<file path="config.mk">
export PLATFORM = sky130hd
export DESIGN_NAME = samp_window_reg
export DESIGN_NICKNAME = d
export VERILOG_FILES = /design/src/rtl/samp_pkg.sv /design/src/rtl/samp_win_ctrl.sv /design/src/rtl/samp_window_reg.sv
export SDC_FILE = /design/constraint.sdc
export NUM_CORES = 1
export LEC_CHECK = 0
export BUFFER_PORTS_ARGS = -buffer_cell sky130_fd_sc_hd__buf_2
export CAP_MARGIN = 25
export CORE_UTILIZATION = 55
export DETAILED_ROUTE_END_ITERATION = 7
export GPL_TIMING_DRIVEN = 0
export PLACE_DENSITY = 0.85
export REMOVE_ABC_BUFFERS = 1
export SLEW_MARGIN = 10
export SYNTH_ARGS = -nofsm -noshare
export SYNTH_HDL_FRONTEND = slang
export SYNTH_SLANG_ARGS = --single-unit
</file>
<file path="constraint.sdc">
create_clock -name clk -period 3 [get_ports clk]
set_clock_uncertainty 0.15 [all_clocks]
set_input_delay 0.3 -clock clk [delete_from_list [all_inputs] [get_ports clk]]
set_output_delay 0.3 -clock clk [all_outputs]
set_load 0.01 [all_outputs]
</file>
<file path="src/rtl/samp_pkg.sv">
// -----------------------------------------------------------------------------
// samp_pkg
// Shared definitions for the K x K sample-window shift register.
//   PIX_W_DEF  : default pixel width
//   K_MAX      : largest supported kernel edge
//   samp_dir_t : shift direction (new column enters MSB slot or LSB slot)
//   fill_width : width of a counter that must hold the values 0..K
// -----------------------------------------------------------------------------
package samp_pkg;

    localparam int PIX_W_DEF = 4;
    localparam int K_MAX     = 5;

    typedef enum logic {
        DIR_MSB = 1'b0,
        DIR_LSB = 1'b1
    } samp_dir_t;

    // Counter width able to represent 0..k inclusive.
    function automatic int fill_width(input int k);
        return $clog2(k + 1);
    endfunction

endpackage

</file>
<file path="src/rtl/samp_win_ctrl.sv">
// -----------------------------------------------------------------------------
// samp_win_ctrl
// Handshake and fill tracking for the sample window. Counts the columns
// loaded since the last row boundary or clear, decides when a complete window
// is on the output, and tells the slot array when to shift.
// Ports:
//   clk, n_rst       : clock, synchronous active-low reset
//   clear            : synchronous flush of all fill/window state
//   in_valid/in_ready: column-side handshake
//   in_last          : accepted column closes its row
//   out_valid/ready  : window-side handshake
//   out_last         : current window was completed by a row-closing column
//   shift_en         : one-cycle pulse, slot array shifts in the new column
// -----------------------------------------------------------------------------
module samp_win_ctrl
    import samp_pkg::*;
#(
    parameter int K      = 3,
    parameter int FILL_W = fill_width(K)
) (
    input  logic clk,
    input  logic n_rst,
    input  logic clear,
    input  logic in_valid,
    input  logic in_last,
    input  logic out_ready,
    output logic in_ready,
    output logic out_valid,
    output logic out_last,
    output logic shift_en
);

    localparam logic [FILL_W-1:0] FILL_ZERO = {FILL_W{1'b0}};
    localparam logic [FILL_W-1:0] FILL_ONE  = FILL_W'(1);
    localparam logic [FILL_W-1:0] FILL_FULL = FILL_W'(K);

    logic [FILL_W-1:0] fill_q, fill_d;
    logic              row_pend_q, row_pend_d;
    logic              out_valid_q, out_valid_d;
    logic              out_last_q, out_last_d;

    logic              accept_s;
    logic [FILL_W-1:0] fill_inc_s;

    // A column may enter whenever no window is stuck waiting for the consumer.
    // Holding reset also blocks the producer, so nothing is lost silently.
    assign in_ready  = n_rst && !clear && (!out_valid_q || out_ready);
    assign accept_s  = in_valid && in_ready;
    assign shift_en  = accept_s;
    assign out_valid = out_valid_q;
    assign out_last  = out_last_q;

    // Saturating increment of the fill count.
    always_comb begin
        fill_inc_s = fill_q;
        if (fill_q == FILL_FULL) begin
            fill_inc_s = FILL_FULL;
        end else begin
            fill_inc_s = fill_q + FILL_ONE;
        end
    end

    // Next-state for fill, row boundary flag and the output window status.
    always_comb begin
        fill_d      = fill_q;
        row_pend_d  = row_pend_q;
        out_valid_d = out_valid_q;
        out_last_d  = out_last_q;
        if (clear) begin
            fill_d      = FILL_ZERO;
            row_pend_d  = 1'b0;
            out_valid_d = 1'b0;
            out_last_d  = 1'b0;
        end else if (accept_s) begin
            // First column after a row end restarts the count; older
            // columns remain in the slots until they are shifted out.
            if (row_pend_q) begin
                fill_d = FILL_ONE;
            end else begin
                fill_d = fill_inc_s;
            end
            row_pend_d  = in_last;
            out_valid_d = (fill_d == FILL_FULL);
            out_last_d  = (fill_d == FILL_FULL) && in_last;
        end else if (out_ready) begin
            out_valid_d = 1'b0;
            out_last_d  = 1'b0;
        end else begin
            out_valid_d = out_valid_q;
            out_last_d  = out_last_q;
        end
    end

    // State registers with synchronous active-low reset.
    always_ff @(posedge clk) begin
        if (!n_rst) begin
            fill_q      <= FILL_ZERO;
            row_pend_q  <= 1'b0;
            out_valid_q <= 1'b0;
            out_last_q  <= 1'b0;
        end else begin
            fill_q      <= fill_d;
            row_pend_q  <= row_pend_d;
            out_valid_q <= out_valid_d;
            out_last_q  <= out_last_d;
        end
    end

endmodule

</file>
<file path="src/rtl/samp_window_reg.sv">
// -----------------------------------------------------------------------------
// samp_window_reg
// Parametrised K x K sample-window shift register feeding the MAC array.
// One K-pixel column is accepted per handshake and shifted into a K-column
// window; each complete window is presented with a valid/ready handshake.
// Ports:
//   clk, n_rst        : clock, synchronous active-low reset
//   clear             : synchronous flush (slots to all ones, fill to 0)
//   dir               : 0 = new column into slot K-1 (MSBs), 1 = into slot 0
//   in_valid/in_ready : column handshake
//   col_in            : incoming column, pixel 0 in the LSBs
//   in_last           : column closes its row
//   out_valid/ready   : window handshake
//   sample_out        : window, slot K-1 in the MSBs
//   out_last          : window was completed by a row-closing column
// -----------------------------------------------------------------------------
module samp_window_reg
    import samp_pkg::*;
#(
    parameter int PIX_W = PIX_W_DEF,
    parameter int K     = 3,
    parameter int COL_W = K * PIX_W,
    parameter int WIN_W = K * K * PIX_W
) (
    input  logic             clk,
    input  logic             n_rst,
    input  logic             clear,
    input  logic             dir,
    input  logic             in_valid,
    output logic             in_ready,
    input  logic [COL_W-1:0] col_in,
    input  logic             in_last,
    output logic             out_valid,
    input  logic             out_ready,
    output logic [WIN_W-1:0] sample_out,
    output logic             out_last
);

    if (K < 2 || K > K_MAX) begin : g_bad_k
        $error("samp_window_reg: K must lie in 2..K_MAX");
    end

    samp_dir_t dir_s;
    logic      shift_en_s;

    assign dir_s = samp_dir_t'(dir);

    samp_win_ctrl #(
        .K (K)
    ) u_ctrl (
        .clk       (clk),
        .n_rst     (n_rst),
        .clear     (clear),
        .in_valid  (in_valid),
        .in_last   (in_last),
        .out_ready (out_ready),
        .in_ready  (in_ready),
        .out_valid (out_valid),
        .out_last  (out_last),
        .shift_en  (shift_en_s)
    );

    // Slot array: each slot takes either its upper or lower neighbour, with
    // col_in standing in for the neighbour beyond the array edge.
    for (genvar i = 0; i < K; i++) begin : g_slot
        logic [COL_W-1:0] slot_q;
        logic [COL_W-1:0] slot_d;
        logic [COL_W-1:0] from_hi_s;
        logic [COL_W-1:0] from_lo_s;

        if (i == K - 1) begin : g_hi_edge
            assign from_hi_s = col_in;
        end else begin : g_hi_mid
            assign from_hi_s = g_slot[i+1].slot_q;
        end

        if (i == 0) begin : g_lo_edge
            assign from_lo_s = col_in;
        end else begin : g_lo_mid
            assign from_lo_s = g_slot[i-1].slot_q;
        end

        // Select the shift source according to direction, or hold.
        always_comb begin
            slot_d = slot_q;
            if (shift_en_s) begin
                if (dir_s == DIR_LSB) begin
                    slot_d = from_lo_s;
                end else begin
                    slot_d = from_hi_s;
                end
            end else begin
                slot_d = slot_q;
            end
        end

        // Slot register; reset and clear both fill the slot with ones.
        always_ff @(posedge clk) begin
            if (!n_rst) begin
                slot_q <= {COL_W{1'b1}};
            end else if (clear) begin
                slot_q <= {COL_W{1'b1}};
            end else begin
                slot_q <= slot_d;
            end
        end

        assign sample_out[i*COL_W +: COL_W] = slot_q;
    end

endmodule

</file>
Word-level counts from Yosys, hierarchy flattened --
Index checks and enable logic that the tools add are counted.
Cells by class: add/sub/neg operators 1, multiplexer cells 10, bitwise logic cells 1, eq/ne operators 2, reductions and logical operators 9
Operator list (count):
- 12-bit two-way mux | 3
- 2-bit two-way mux | 4
- 2-bit equality test, second input constant | 2
- 1-bit logical AND | 4
- 1-bit two-way mux | 3
- 2-bit by 1-bit adder with 2-bit output, second input constant | 1
- 1-bit logical NOT | 2
- 2-bit nonzero test | 1
- 2-bit OR reduction | 1
- 1-bit logical OR | 1
- 1-bit NOT | 1
Word-level totals: bits in registers 41, word-level logic and storage cells 30, input bits 19

Depth between registers and ports, before layout --
word-level depth 9, mapped depth 5, gate-level depth less buffers 3

Hierarchy --
Synthesis repeated with hierarchy kept, for this count alone.
Second synthesis, totals: cell total of the unflattened synthesis 148, area, all modules 1762.9 µm²
By module, submodules not included:
- samp_window_reg | area each 1526.5 µm², seq. area each 720.7 µm², times used 1, cells an instance 122
- samp_win_ctrl | area each 236.5 µm², seq. area each 100.1 µm², times used 1, cells an instance 26

Worst setup path after synthesis --
OpenSTA, ideal clock, no wires.
kind flip-flop to flip-flop, start point reg u_ctrl.out_valid_q (netlist: u_ctrl.out_valid), end point reg u_ctrl.fill_q[0], slack 1.684 ns, path buffers 2, clock period less this slack 1.316 ns, data arrival time 1.050 ns, stages on the path, launching flop included 6, cell sequence dfxtp_1 -> nor2b_4 -> buf_6 -> buf_6 -> nor2_2 -> o211a_1
On the way: longest elaborated chain between the ends 4
RTL lines:
- start: declaration | line samp_win_ctrl.sv:39 | logic out_valid_q, out_valid_d;
- start signal: assignment | line samp_win_ctrl.sv:104 | out_valid_q <= out_valid_d;
- 1-bit logical NOT | line samp_win_ctrl.sv:47 | assign in_ready = n_rst && !clear && (!out_valid_q || out_ready);
- 1-bit logical OR | line samp_win_ctrl.sv:47
- 1-bit logical AND | line samp_win_ctrl.sv:47
- 1-bit logical AND | line samp_win_ctrl.sv:48 | assign accept_s = in_valid && in_ready;
- end signal: assignment | line samp_win_ctrl.sv:102 | fill_q <= fill_d;
- end: declaration | line samp_win_ctrl.sv:37 | logic [FILL_W-1:0] fill_q, fill_d;
Every way passes these cells. A chain may end at the register's enable or synchronous reset.

Worst setup path after layout --
start point reg u_ctrl.out_valid_q (netlist: u_ctrl.out_valid), end point out in_ready
On the way: longest elaborated chain between the ends 3
RTL lines:
- 1-bit logical NOT | line samp_win_ctrl.sv:47
- 1-bit logical OR | line samp_win_ctrl.sv:47
- 1-bit logical AND | line samp_win_ctrl.sv:47
- end: declaration | line samp_window_reg.sv:30 | output logic in_ready,
Every way passes these cells.

==> impl_metrics.ini <==
[run_status]
status = finished clean

[clock_network]
cts_made_buffers = 5
cts_resized = 0
cts-root-buf = clkbuf_8
htreeDepth = 2
clkSlewWorstSetupHoldPaths_ps = 70
clock_sinks = 41
holdBufCountCts = 0
clock_latency_ps = 290
cts_max_path_buffers = 2
cts_tree = yes
cts_setup_buffers = 0

[grt]
grt_use_total_pct = 21.8
grt_overflow = 0
grt_start_max_net_pins = 76
grt_pass1_wl_um = 6870
grt_pass1_vias = 1500
antenna_found_initial = 0

[logic_synthesis]
avgSynthCellArea_um2 = 10.4
post-synth-top-count-cell = dfxtp_1
synth-edff-count = 0
syn_area_um2 = 2030
synth.top_cell.area_share_pct = 40.5
ys_seq_area_share_pct = 40.5
syn-instance-count = 194
synthArstFlopShare_pct = 0
synth_cell_types = 29
netlist_top_cells_count = 41 x dfxtp_1, 36 x mux2i_1, 35 x o21ai_0
synth_seq_cells = 41
synth_ff_type = dfxtp_1
synth.area.top_cells = dfxtp_1 41%, mux2i_1 18%, o311ai_1 14%
yosysWarningCount = 0
synth_area_leader_cell = dfxtp_1

[worst_setup_path]
cp-end-kind = primary output
cp-start-kind = flop
worstSetupStartpoint = u_ctrl.out_valid$_SDFFE_PP0P_
critPathMaxFanout = 29
critPathArrivalTime_ps = 1440
critical_path_class = reg -> out
rr_startpoint = u_ctrl.out_valid$_SDFFE_PP0P_
cp.required_ps = 2550

[floorplan]
initial_utilization_pct = 58.9
die_area_um2 = 3930
rows = 21
core_area_um2 = 3440
ios = 58
dieHeight_um = 62.7
die_w_um = 62.7

[placement]
hpwl_um = 2550
port_buffers = 57
place.gp.congestion = 0.712

[route]
drtAntennaViolNets = 0
drc_errors = 0
vias_per_cell = 5.96
drt_wl_total_um = 4030
drtPass1Iterations = 4
first_iter_violations = 250
vias = 1687
routedWlPerCell_um = 14.2

[sta]
worstMarginPinSlew_ps = 1020
setup_viol_count_final = 0
hold_viol_final = 0
rsz0062_at_grt = false
fin_crit_ps = 1890
maxSlewViolCount = 0
slew_headroom_pct = 32.0
finalHoldWorstSlack_ps = 138
fmax_ghz = 0.530
fin_crit_sh_pct = 62.9

[pwr]
power.density_nw_per_um2 = 504
max-vdd-ir-drop_mv = 0.325
leakagePower_nw = 0.981
fin_total_pwr_w = 0.00117

[cells_and_area]
n_fill_cell = 280
fin_nets = 255
seq_area_um2 = 821
diodes = 0
drive_above_1_share_pct = 30.4
multi_input_area_um2 = 1000
area_delta_synth_final_pct = 15.0

[job]
drv_cap = 0

[min_path]
hp-class = in -> reg
hp-start = in_last
flip-flops by register name, summed over array words and instances (netlist names):
name               count
g_slot.from_hi_s      24
g_slot.slot_q         12
u_ctrl.fill_q          2
u_ctrl.out_last        1
u_ctrl.out_valid       1
u_ctrl.row_pend_q      1
final timing paths:
path,endpoint,slack [ps],cells past startpoint
worst min register to register,u_ctrl.fill_q[1]$_SDFFE_PP0P_,340,1
worst min-delay path,u_ctrl.row_pend_q$_SDFFE_PP0P_,140,3
worst max-delay path,in_ready,1110,3
worst max register to register,g_slot[1].from_hi_s[7]$_SDFFE_PP1P_,1300,3
worst max-delay path: stages, from the launching register on:
cell and delay, ps:
dfxtp_1 360, nor2b_4 560, nor2_1 70, buf_2 160
power by group:
part           leakage, nW  internal [W]  switching, W  total [W]
sequential           0.336      0.000564     0.0000152   0.000579
combinational        0.586     0.0000642     0.0000783   0.000142
clock               0.0585      0.000271      0.000181   0.000452
total                0.981      0.000900      0.000274    0.00117
area by class of cell:
type	instances	share of cell area, %
clock buffer	7	3.71
clock inverter	1	1.29
inverter	2	0.322
timing repair buffer	59	14.0
tap	46	2.47
multi-input combinational	127	43.0
sequential	41	35.2
placed cells by master, fill, tap and decap left out, types with 2 or more instances in the layout:
cell	Yosys	layout
a21oi_1	2	2
buf_12	0	2
buf_2	4	57
clkbuf_8	0	6
dfxtp_1	41	41
mux2i_1	36	36
nand2b_1	2	2
nor2_1	2	2
nor2b_4	1	2
o211a_1	2	2
o21ai_0	35	35
o21ai_1	2	2
o311ai_0	4	4
o311ai_1	32	32
layer usage:
metal	share of wire, %	GRT usage (%)	wire length [um]
met5	0	0	0
met4	1.3	7.85	51
met3	5.0	5.66	202
met2	47	36.0	1900
met1	46	27.2	1870
cells by family after synthesis:
logic type,synth area share (%)
mux,17.8
flops,40.5
buf+inv,10.4
compound gates,27.5
simple gates,3.83
per-stage QoR:
stage	utilization (%)	TNS [ps]	std cells	cell area (um^2)	worst slack (ps)
4_1_cts	67.1	0	282	2310	1090
6_report	67.7	0	283	2330	1110
2_1_floorplan	-	0	170	1820	831
3_5_place_dp	63.7	0	274	2190	1160
3_3_place_gp	62.9	-457	273	2170	-119
5_1_grt	67.7	0	283	2330	962
No activity file was read; power rests on OpenSTA's default activity.
